### config.mk
export PLATFORM = sky130hd
export DESIGN_NAME = seg_scan_ctrl_flat
export DESIGN_NICKNAME = d
export VERILOG_FILES = /design/src/rtl/seg_scan_if.sv /design/src/rtl/seg_scan_ctrl.sv /design/src/flat_wrapper.sv
export SDC_FILE = /design/constraint.sdc
export NUM_CORES = 1
export LEC_CHECK = 0
export ABC_AREA = 1
export ABC_CLOCK_PERIOD_IN_PS = 1660
export CELL_PAD_IN_SITES_DETAIL_PLACEMENT = 1
export CELL_PAD_IN_SITES_GLOBAL_PLACEMENT = 2
export CORE_MARGIN = 5
export CORE_UTILIZATION = 32
export CTS_CLUSTER_DIAMETER = 40
export DETAILED_ROUTE_END_ITERATION = 6
export GPL_TIMING_DRIVEN = 0
export PLACE_DENSITY_LB_ADDON = 0.1
export SYNTH_ARGS = -nofsm -noshare
export SYNTH_HDL_FRONTEND = slang
export SYNTH_SLANG_ARGS = --single-unit
### constraint.sdc
create_clock -name clk -period 1.66 [get_ports clk]
set_input_delay 0.332 -clock clk [delete_from_list [all_inputs] [get_ports clk]]
set_output_delay 0.332 -clock clk [all_outputs]
set_load 0.005 [all_outputs]
### src/rtl/seg_scan_if.sv
// seg_scan_if: bus between the value source (counter/datapath) and the
// 7-segment scan controller.
//   enable     : scan enable; low forces the display dark
//   value      : packed nibbles, digit 0 = value[3:0] = rightmost digit
//   load       : one-cycle strobe capturing value
//   hex        : nibble for the shared hex-to-segment decoder
//   anode_n    : active-low digit enables
//   frame_done : one-cycle pulse at the end of each full frame
// Handshake: load is a plain strobe with no back-pressure; every cycle it is
// high, value is taken. Outputs are registered and always valid.
interface seg_scan_if #(
  parameter int DIGITS = 4
);
  logic                  enable;
  logic [4*DIGITS-1:0]   value;
  logic                  load;
  logic [3:0]            hex;
  logic [DIGITS-1:0]     anode_n;
  logic                  frame_done;

  modport master (
    output enable, value, load,
    input  hex, anode_n, frame_done
  );

  modport slave (
    input  enable, value, load,
    output hex, anode_n, frame_done
  );
endinterface

### src/rtl/seg_scan_ctrl.sv
// seg_scan_ctrl: time-multiplexed scan controller for a common-anode
// multi-digit 7-segment display sharing one hex decoder.
// Each slot: BLANK_CYCLES with all anodes off, then CLK_DIV cycles with one
// digit lit. value is double-buffered (pending -> shadow at frame boundary)
// so a frame is never torn.
// Ports:
//   clk         : system clock, rising edge
//   reset       : synchronous, active-high
//   bus         : seg_scan_if slave modport (enable/value/load in,
//                 hex/anode_n/frame_done out, all outputs registered)
//   dbg_state_o : current FSM state (0=IDLE, 1=BLANK, 2=SHOW)
// Optional feature macro: SEG_SCAN_LZ_BLANK_EN -- leading-zero suppression;
// digits idx>0 stay dark when shadow nibbles idx..DIGITS-1 are all zero.
module seg_scan_ctrl #(
  parameter int DIGITS       = 4,
  parameter int CLK_DIV      = 1000,
  parameter int BLANK_CYCLES = 16
) (
  input  logic       clk,
  input  logic       reset,
  seg_scan_if.slave  bus,
  output logic [1:0] dbg_state_o
);

  localparam int MAXC = (CLK_DIV > BLANK_CYCLES) ? CLK_DIV : BLANK_CYCLES;
  localparam int CW   = $clog2(MAXC + 1);
  localparam int IW   = $clog2(DIGITS);
  localparam int VW   = 4 * DIGITS;

  localparam logic [CW-1:0] SHOW_LAST  = CW'(CLK_DIV - 1);
  localparam logic [CW-1:0] BLANK_LAST = CW'(BLANK_CYCLES - 1);
  localparam logic [IW-1:0] IDX_LAST   = IW'(DIGITS - 1);

  typedef enum logic [1:0] {
    S_IDLE  = 2'd0,
    S_BLANK = 2'd1,
    S_SHOW  = 2'd2
  } state_t;

  state_t            state_q, state_d;
  logic [IW-1:0]     idx_q, idx_d;
  logic [CW-1:0]     cnt_q, cnt_d;
  logic [VW-1:0]     shadow_q, shadow_d;
  logic [VW-1:0]     pending_q, pending_d;
  logic              pend_valid_q, pend_valid_d;
  logic [3:0]        hex_q, hex_d;
  logic [DIGITS-1:0] anode_q, anode_d;
  logic              fd_q, fd_d;
  logic              frame_end;
  logic              lz_dark;

  // State, counters, buffers and output registers.
  always_ff @(posedge clk) begin
    if (reset) begin
      state_q      <= S_IDLE;
      idx_q        <= '0;
      cnt_q        <= '0;
      shadow_q     <= '0;
      pending_q    <= '0;
      pend_valid_q <= 1'b0;
      hex_q        <= 4'h0;
      anode_q      <= '1;
      fd_q         <= 1'b0;
    end else begin
      state_q      <= state_d;
      idx_q        <= idx_d;
      cnt_q        <= cnt_d;
      shadow_q     <= shadow_d;
      pending_q    <= pending_d;
      pend_valid_q <= pend_valid_d;
      hex_q        <= hex_d;
      anode_q      <= anode_d;
      fd_q         <= fd_d;
    end
  end

  // Next-state, slot sequencing and value double-buffering.
  always_comb begin
    state_d      = state_q;
    idx_d        = idx_q;
    cnt_d        = cnt_q;
    frame_end    = 1'b0;
    shadow_d     = shadow_q;
    pending_d    = pending_q;
    pend_valid_d = pend_valid_q;

    if (!bus.enable) begin
      state_d = S_IDLE;
      idx_d   = '0;
      cnt_d   = '0;
    end else begin
      case (state_q)
        S_IDLE: begin
          state_d = S_BLANK;
          idx_d   = '0;
          cnt_d   = '0;
        end
        S_BLANK: begin
          if (cnt_q == BLANK_LAST) begin
            state_d = S_SHOW;
            cnt_d   = '0;
          end else begin
            cnt_d = cnt_q + CW'(1);
          end
        end
        S_SHOW: begin
          if (cnt_q == SHOW_LAST) begin
            state_d = S_BLANK;
            cnt_d   = '0;
            if (idx_q == IDX_LAST) begin
              idx_d     = '0;
              frame_end = 1'b1;
            end else begin
              idx_d = idx_q + IW'(1);
            end
          end else begin
            cnt_d = cnt_q + CW'(1);
          end
        end
        default: begin
          state_d = S_IDLE;
          idx_d   = '0;
          cnt_d   = '0;
        end
      endcase
    end

    // Shadow only changes while idle or at the frame boundary; a load that
    // coincides with the boundary bypasses pending and wins outright.
    if (bus.load) begin
      pending_d = bus.value;
      if (state_q == S_IDLE || frame_end) begin
        shadow_d     = bus.value;
        pend_valid_d = 1'b0;
      end else begin
        pend_valid_d = 1'b1;
      end
    end else if (frame_end && pend_valid_q) begin
      shadow_d     = pending_q;
      pend_valid_d = 1'b0;
    end
  end

`ifdef SEG_SCAN_LZ_BLANK_EN
  // Dark when this digit and every more-significant digit are zero.
  assign lz_dark = (idx_q != '0) && ((shadow_q >> (4 * idx_q)) == '0);
`else
  assign lz_dark = 1'b0;
`endif

  // Output decode from current state; enable low forces dark immediately.
  always_comb begin
    hex_d   = hex_q;
    anode_d = '1;
    fd_d    = frame_end;
    if (bus.enable) begin
      case (state_q)
        S_BLANK: hex_d = shadow_q[4*idx_q +: 4];
        S_SHOW:  if (!lz_dark) anode_d[idx_q] = 1'b0;
        default: ;
      endcase
    end
  end

  assign bus.hex        = hex_q;
  assign bus.anode_n    = anode_q;
  assign bus.frame_done = fd_q;
  assign dbg_state_o    = state_q;

endmodule

### src/flat_wrapper.sv
// flat-port wrapper written by rule: the top's interface ports become plain ports
module seg_scan_ctrl_flat 
#(
  parameter int DIGITS       = 4,
  parameter int CLK_DIV      = 1000,
  parameter int BLANK_CYCLES = 16
)
  (clk, reset, dbg_state_o, bus_enable, bus_value, bus_load, bus_hex, bus_anode_n, bus_frame_done);
  seg_scan_if #(.DIGITS(DIGITS)) bus_i ();
  input  logic clk;
  input  logic reset;
  output logic [1:0] dbg_state_o;
  input wire logic [$bits(bus_i.enable)-1:0] bus_enable;
  input wire logic [$bits(bus_i.value)-1:0] bus_value;
  input wire logic [$bits(bus_i.load)-1:0] bus_load;
  output wire logic [$bits(bus_i.hex)-1:0] bus_hex;
  output wire logic [$bits(bus_i.anode_n)-1:0] bus_anode_n;
  output wire logic [$bits(bus_i.frame_done)-1:0] bus_frame_done;
  assign bus_i.enable = bus_enable;
  assign bus_i.value = bus_value;
  assign bus_i.load = bus_load;
  assign bus_hex = bus_i.hex;
  assign bus_anode_n = bus_i.anode_n;
  assign bus_frame_done = bus_i.frame_done;
  seg_scan_ctrl #(.DIGITS(DIGITS), .CLK_DIV(CLK_DIV), .BLANK_CYCLES(BLANK_CYCLES)) u_core (.clk(clk), .reset(reset), .bus(bus_i), .dbg_state_o(dbg_state_o));
endmodule
==> flow_summary.yaml, run 1 <==
run_status:
  outcome: "complete, no violations"
cts:
  tritoncts_clock_tree: "done"
  clock_tree.buffer_depth: 2
  tritoncts.num_buffers: 5
  cts.clk_slew.worst_paths_ps: 90
  cts.hold.buffers_added: 0
  clock_latency_ps: 300
  clockRootBuffer: "clkbuf_8"
  cts.htree.levels: 2
  cts.sinks: 56
final_layout:
  layout.cell_area.non_filler_sq_um: 3339
  layout.cells.non_filler: 496
  final_common_cell: "nor2_1"
  layout-area-overhead-vs-synth_pct: 26.13
  drive_above_1_share: 0.1918
  diodes: 0
  final.fill_count: 1009
  design.final.nets: 421
  final_cell_mix: "56 x nor2_1, 50 x dfxtp_1, 48 x inv_1"
global_routing:
  grt_pass1_wl_mm: 10.49
  first_global_vias: 2257
  grt_antenna_before_repair: 0
  groute.usage.overall: 0.1265
  grt_start_max_net_pins: 15
  globalRouteOverflowTotal: 0
pwr:
  net_switching_component_of_the_power_uw: 635.8
  p_seq_frac: 0.575
  power_switching_share: 0.2549
  power_density_relative_to_cell_area_nw_per_um2: 747.0
  p_leak_uw: 0.001444
  peakVddDrop_mv: 0.3397
  power_frac_clock: 0.276
  internal_power_uw: 1859
  combPwrFrac: 0.149
setup_path:
  crit_path_cell_trace: "inv_4 -> ha_4 -> nand2_1 -> nor2_4 -> nand3_2 -> nand2_2 -> nand2_4 -> clkbuf_16 -> a21oi_2 -> nor2_1"
  critPathCaptureType: "register"
  worst-path-max-fanout: 7
  cpMaxStageDelayCell: "dfxtp_2"
  timing.critical_path.buf_inv: 2
  critPathArrivalTime_ps: 1760
  critPathRequiredTime_ps: 1860
  crit_path_max_incr_delay_ps: 350
  critical_path_class: "register to register"
  critical_path.top_delay_family: "simple AND/OR/NAND/NOR gates"
  cp_startpoint_kind: "register"
yosys:
  postSynth.topFlopCell: "dfxtp_1"
  number_of_enable_type_register_cells_in_the_synthesized_netlist: 0
  number_of_storage_elements_in_the_synthesis_netlist: 56
  yosys_warnings: 0
  total_nets_after_synthesis: 378
  synth_async_sr_flop_share: 0
  yosysUniqueCellTypes: 30
  post_synth.cell_area_avg_sq_um: 7.564
  ys_seq_area_frac: 0.4234
  synthesis.instances: 350
  post_synth_instance_area_sq_um: 2648
sta:
  period_minus_slack_ps: 1558
  finalClockSkew_ps: 5.715
  grt_setup_unrepaired: "true"
  final_critical_path_setup_slack_ps: 102.4
  final_max_slew_viol_count: 0
  fmax_mhz: 642.0
  final_min_period_over_clock_period: 0.9383
  max_slew_margin: 0.6671
  hold_violations: 0
  worst_margin_slew_ps: 499.3
  setup_viol_count_final: 0
  totalNegativeSetupSlack_ps: 0
place:
  placed_cells: 484
  gp_routability_congestion: 0.6956
  post-dp-hpwl_mm: 4.560
  dpl_worst_slack_ps: -365.5
  port_buffers: 29
  dpl_cell_area_sq_um: 3069
detailed_routing:
  routed_via_density: 4.438
  final_antenna_net_count: 0
  initial_drt_markers: 74
  wl_per_cell_microns: 12.43
  drt-total-wl_mm: 6.164
  drc_errors_left: 0
  detailroute.via_count: 2201
  drt_pre_antenna_iters: 4
floorplanning:
  floorplan.initialDensity: 0.3255
  core_region_area_sq_um: 8134
  floorplan.die_area_sq_um: 10190
  die_w_microns: 101.0
  die-height_microns: 101.0
  design.portCount: 31
  num_rows: 33
run:
  cap_violations: 0
worst_hold_path:
  min_path_type: "register to register"
## path summary, 6_finish.rpt
kind                                       startpoint                    to  slack (ps)  cells past startpoint
worst max-delay path            u_core.dbg_state_o[0]    u_core.shadow_q[8]         100                     10
worst min-delay path             u_core.pending_q[13]  u_core.pending_q[13]         490                      2
worst max register to register  u_core.dbg_state_o[0]    u_core.shadow_q[8]         100                     10
worst min register to register   u_core.pending_q[13]  u_core.pending_q[13]         490                      2
## power by group through the flow
| stage | Clock [uW] | Combinational (uW) | Sequential, uW |
|---|---|---|---|
| 2_1_floorplan | 0 | 224 | 1460 |
| 3_3_place_gp | 0 | 333 | 1470 |
| 3_5_place_dp | 0 | 337 | 1470 |
| 4_1_cts | 742 | 342 | 1440 |
| 5_1_grt | 778 | 430 | 1440 |
| 6_report | 689 | 372 | 1430 |
## routing by layer
layer,vias to the layer above,share of wire,global-route usage
met2,26,0.48,0.2228
met1,1000,0.48,0.1586
li1,1169,-,-
met3,6,0.028,0.02422
met5,-,0,0
met4,0,0.011,0.03067
## sequential cells by signal, indices dropped and copies added (netlist names)
signal	count
u_core.dbg_state_o	2
u_core.idx_q	2
u_core.bus.frame_done	1
u_core.cnt_q	10
u_core.bus.hex	4
u_core.shadow_q	16
u_core.bus.anode_n	4
u_core.pending_q	16
u_core.pend_valid_q	1
## timing repair
item                       in CTS  in global routing
buffers inserted                0                  5
cloned                          0                  2
pin swaps                       2                  4
resized for setup              12                 22
setup endpoints to repair      20                 30
## synth_stat cells (3+ instances only)
| master | n | area share |
|---|---|---|
| nor2_1 | 57 | 0.081 |
| dfxtp_1 | 56 | 0.42 |
| inv_1 | 50 | 0.071 |
| nand2_1 | 44 | 0.062 |
| a21oi_1 | 30 | 0.057 |
| o21ai_0 | 25 | 0.047 |
| nand3_2 | 16 | 0.060 |
| ha_1 | 8 | 0.038 |
| nand3_1 | 7 | 0.013 |
| or2_1 | 7 | 0.017 |
| or2_2 | 6 | 0.014 |
| xor2_1 | 5 | 0.017 |
| buf_2 | 4 | 0.0076 |
| buf_6 | 4 | 0.017 |
| clkbuf_1 | 4 | 0.0057 |
| inv_2 | 3 | 0.0043 |
| o21ai_1 | 3 | 0.0057 |
| or2_0 | 3 | 0.0071 |
## metrics by stage
| step | power [uW] | util | hold WS, ps |
|---|---|---|---|
| 2_1_floorplan | 1686 | - | 441.1 |
| 3_3_place_gp | 1801 | 0.3773 | 465.0 |
| 3_5_place_dp | 1807 | 0.3773 | 477.6 |
| 4_1_cts | 2522 | 0.3899 | 468.0 |
| 5_1_grt | 2650 | 0.4106 | 523.0 |
| 6_report | 2495 | 0.4106 | 493.7 |
## worst min-delay path, stage by stage (launching register included)
cell and delay, ps:
dfxtp_1 320, o21ai_1 70, nor2_1 80
## cells by family after synthesis
family / Yosys count / synth area share
buffers and inverters: 68 / 0.1111
AND/OR/NAND/NOR: 150 / 0.2859
XOR/XNOR: 7 / 0.02316
adder cells (fa/ha/maj): 8 / 0.03781
flip-flops: 56 / 0.4234
AO/OA/AOI/OAI: 61 / 0.1186
## cell type report
class | count | area (sq um) | share of cell area
buffer | 13 | 97.59 | 0.02922
clock buffer | 5 | 68.82 | 0.02061
inverter | 55 | 210.2 | 0.06295
multi-input combinational | 226 | 1318 | 0.3945
sequential | 56 | 1136 | 0.3402
tap | 105 | 131.4 | 0.03934
timing repair buffer | 36 | 377.9 | 0.1132
Power figures use the tool's default switching activity.
==> inputs of run 2 (changes only) <==
--- a/config.mk
+++ b/config.mk
@@ -7,6 +7,7 @@
 export LEC_CHECK = 0
 export ABC_AREA = 1
 export ABC_CLOCK_PERIOD_IN_PS = 1660
+export CAP_MARGIN = 5
 export CELL_PAD_IN_SITES_DETAIL_PLACEMENT = 1
 export CELL_PAD_IN_SITES_GLOBAL_PLACEMENT = 2
 export CORE_MARGIN = 5
@@ -15,6 +16,7 @@
 export DETAILED_ROUTE_END_ITERATION = 6
 export GPL_TIMING_DRIVEN = 0
 export PLACE_DENSITY_LB_ADDON = 0.1
+export SLEW_MARGIN = 20
 export SYNTH_ARGS = -nofsm -noshare
 export SYNTH_HDL_FRONTEND = slang
 export SYNTH_SLANG_ARGS = --single-unit
==> results of run 2 <==
No change in the layout: final DEF, timing and power equal those of run 1.
==> inputs of run 3 (changes only) <==
--- a/config.mk
+++ b/config.mk
@@ -14,7 +14,7 @@
 export CORE_UTILIZATION = 32
 export CTS_CLUSTER_DIAMETER = 40
 export DETAILED_ROUTE_END_ITERATION = 6
-export GPL_TIMING_DRIVEN = 0
+export HOLD_SLACK_MARGIN = 0.05
 export PLACE_DENSITY_LB_ADDON = 0.1
 export SLEW_MARGIN = 20
 export SYNTH_ARGS = -nofsm -noshare
==> flow_summary.yaml, run 3 (same netlist as run 1, synthesis figures left out) <==
sta:
  fmax_mhz: 649.7
  totalNegativeSetupSlack_ps: 0
  grt_setup_unrepaired: "false"
  period_minus_slack_ps: 1539
  finalHoldWorstSlack_ps: 493.0
  worst_margin_slew_ps: 303.1
  final_critical_path_setup_slack_ps: 120.8
  finalClockSkew_ps: 8.763
  max_slew_margin: 0.7958
  setup_viol_count_final: 0
  final_max_slew_viol_count: 0
  final_min_period_over_clock_period: 0.9273
  hold_violations: 0
setup_path:
  crit_path_max_incr_delay_ps: 510
  r2r_worst_path_depth: 9
  critPathCaptureType: "primary output"
  critical_path.top_delay_family: "buffers and inverters"
  timing.critical_path.buf_inv: 1
  critPathRequiredTime_ps: 1330
  critical_path_class: "register to primary output"
  cp_startpoint_kind: "register"
  r2r_slack_ps: 120
  r2r_start: "u_core.cnt_q[1]"
  critical_path.reg2reg.endpoint: "u_core.shadow_q[5]"
  cpMaxStageDelayCell: "clkdlybuf4s50_1"
  critPathArrivalTime_ps: 1210
  crit_path_cell_trace: "clkdlybuf4s50_1"
  worst-path-max-fanout: 4
final_layout:
  drive_above_1_share: 0.1751
  biggestRegsByFlops: "u_core.pending_q (16), u_core.shadow_q (16), u_core.cnt_q (10)"
  diodes: 0
  layout.cell_area.non_filler_sq_um: 3291
  layout-area-overhead-vs-synth_pct: 24.29
  final_common_cell: "nor2_1"
  design.final.nets: 422
  final_cell_mix: "56 x nor2_1, 52 x dfxtp_1, 49 x inv_1"
worst_hold_path:
  hp-start: "u_core.pending_q[11]"
  min_to: "u_core.pending_q[11]"
  whs_path_depth: 2
  min_path_type: "register to register"
place:
  dpl_cell_area_sq_um: 3179
  dpl_worst_slack_ps: -161.6
  gp_routability_congestion: 0.7347
  port_buffers: 30
  post-dp-hpwl_mm: 4.324
floorplanning:
  die_w_microns: 101.0
  die-height_microns: 101.0
  design.portCount: 31
  floorplan.die_area_sq_um: 10190
  core_region_area_sq_um: 8134
  num_rows: 33
  floorplan.initialDensity: 0.3255
cts:
  cts.htree.levels: 2
  clock_tree.buffer_depth: 2
  tritoncts_clock_tree: "done"
  post_cts.resized_instances: 0
  clockRootBuffer: "clkbuf_8"
  clock_latency_ps: 310
  cts.sinks: 56
  number_of_buffers_inserted_by_post_cts_setup_repair: 0
  cts.hold.buffers_added: 0
  tritoncts.num_buffers: 5
  cts.clk_slew.worst_paths_ps: 90
detailed_routing:
  initial_drt_markers: 46
  final_antenna_net_count: 0
  detailroute.via_count: 2224
  drt-total-wl_mm: 5.929
  drc_errors_left: 0
  wl_per_cell_microns: 11.88
  drt_pre_antenna_iters: 4
  routed_via_density: 4.457
pwr:
  power_density_relative_to_cell_area_nw_per_um2: 768.2
  power_uw: 2528
  peakVddDrop_mv: 0.3180
  p_leak_uw: 0.001454
global_routing:
  grt_pass1_wl_mm: 10.12
  globalRouteOverflowTotal: 0
  grt_antenna_before_repair: 0
  groute.usage.overall: 0.1253
  first_global_vias: 2224
  grt_start_max_net_pins: 33
run_status:
  outcome: "complete, no violations"
run:
  cap_violations: 0
[run 3: cell count changes in the layout (fill, tap and decap cells not counted), moves of 2 or more]
| cell | delta |
|---|---|
| buf_4 | +10 |
| a21oi_1 | +4 |
| a21oi_2 | -3 |
| buf_12 | +3 |
| buf_2 | -3 |
| clkbuf_1 | -3 |
| dfxtp_4 | -3 |
| buf_6 | -2 |
| buf_8 | -2 |
| clkbuf_16 | -2 |
| dfxtp_1 | +2 |
[run 3: layout make-up]
cell class | instances | area, sq um
fill | 1011 | 4843
multi-input combinational | 226 | 1261
sequential | 56 | 1126
timing repair buffer | 50 | 488.0
inverter | 55 | 206.4
tap | 105 | 131.4
clock buffer | 6 | 72.57
clock inverter | 1 | 5.005
[run 3: where the power goes]
| group | internal, uW | switching (uW) |
|---|---|---|
| Clock | 289 | 438 |
| Sequential | 1410 | 22.7 |
| Combinational | 178 | 187 |
| Total | 1880 | 648 |
[run 3: through the flow]
stage / util / cells
after floorplan: - / 350
after global placement: 0.3909 / 492
after CTS: 0.4004 / 499
final: 0.4046 / 499
after global routing: 0.4046 / 499
after detailed placement: 0.3909 / 492
[run 3: how the worst max path moves through the flow]
stage                          startpoint                  to  slack, ps  depth (start not counted)
finish              u_core.dbg_state_o[1]      dbg_state_o[1]        120                          1
floorplan                 u_core.idx_q[1]  u_core.shadow_q[0]        180                          7
global route              u_core.idx_q[0]  u_core.shadow_q[5]         10                          9
detailed placement             bus_enable  u_core.shadow_q[5]       -160                          9
global placement               bus_enable  u_core.shadow_q[1]       -120                          9
CTS                 u_core.dbg_state_o[0]  u_core.shadow_q[5]         20                         10
[run 3: per-layer routing]
metal,vias to the layer above,part of all wire,track usage
met4,0,0.015,0.04294
met1,1023,0.48,0.1560
met5,-,0,0
li1,1172,-,-
met2,24,0.48,0.2162
met3,5,0.027,0.02353
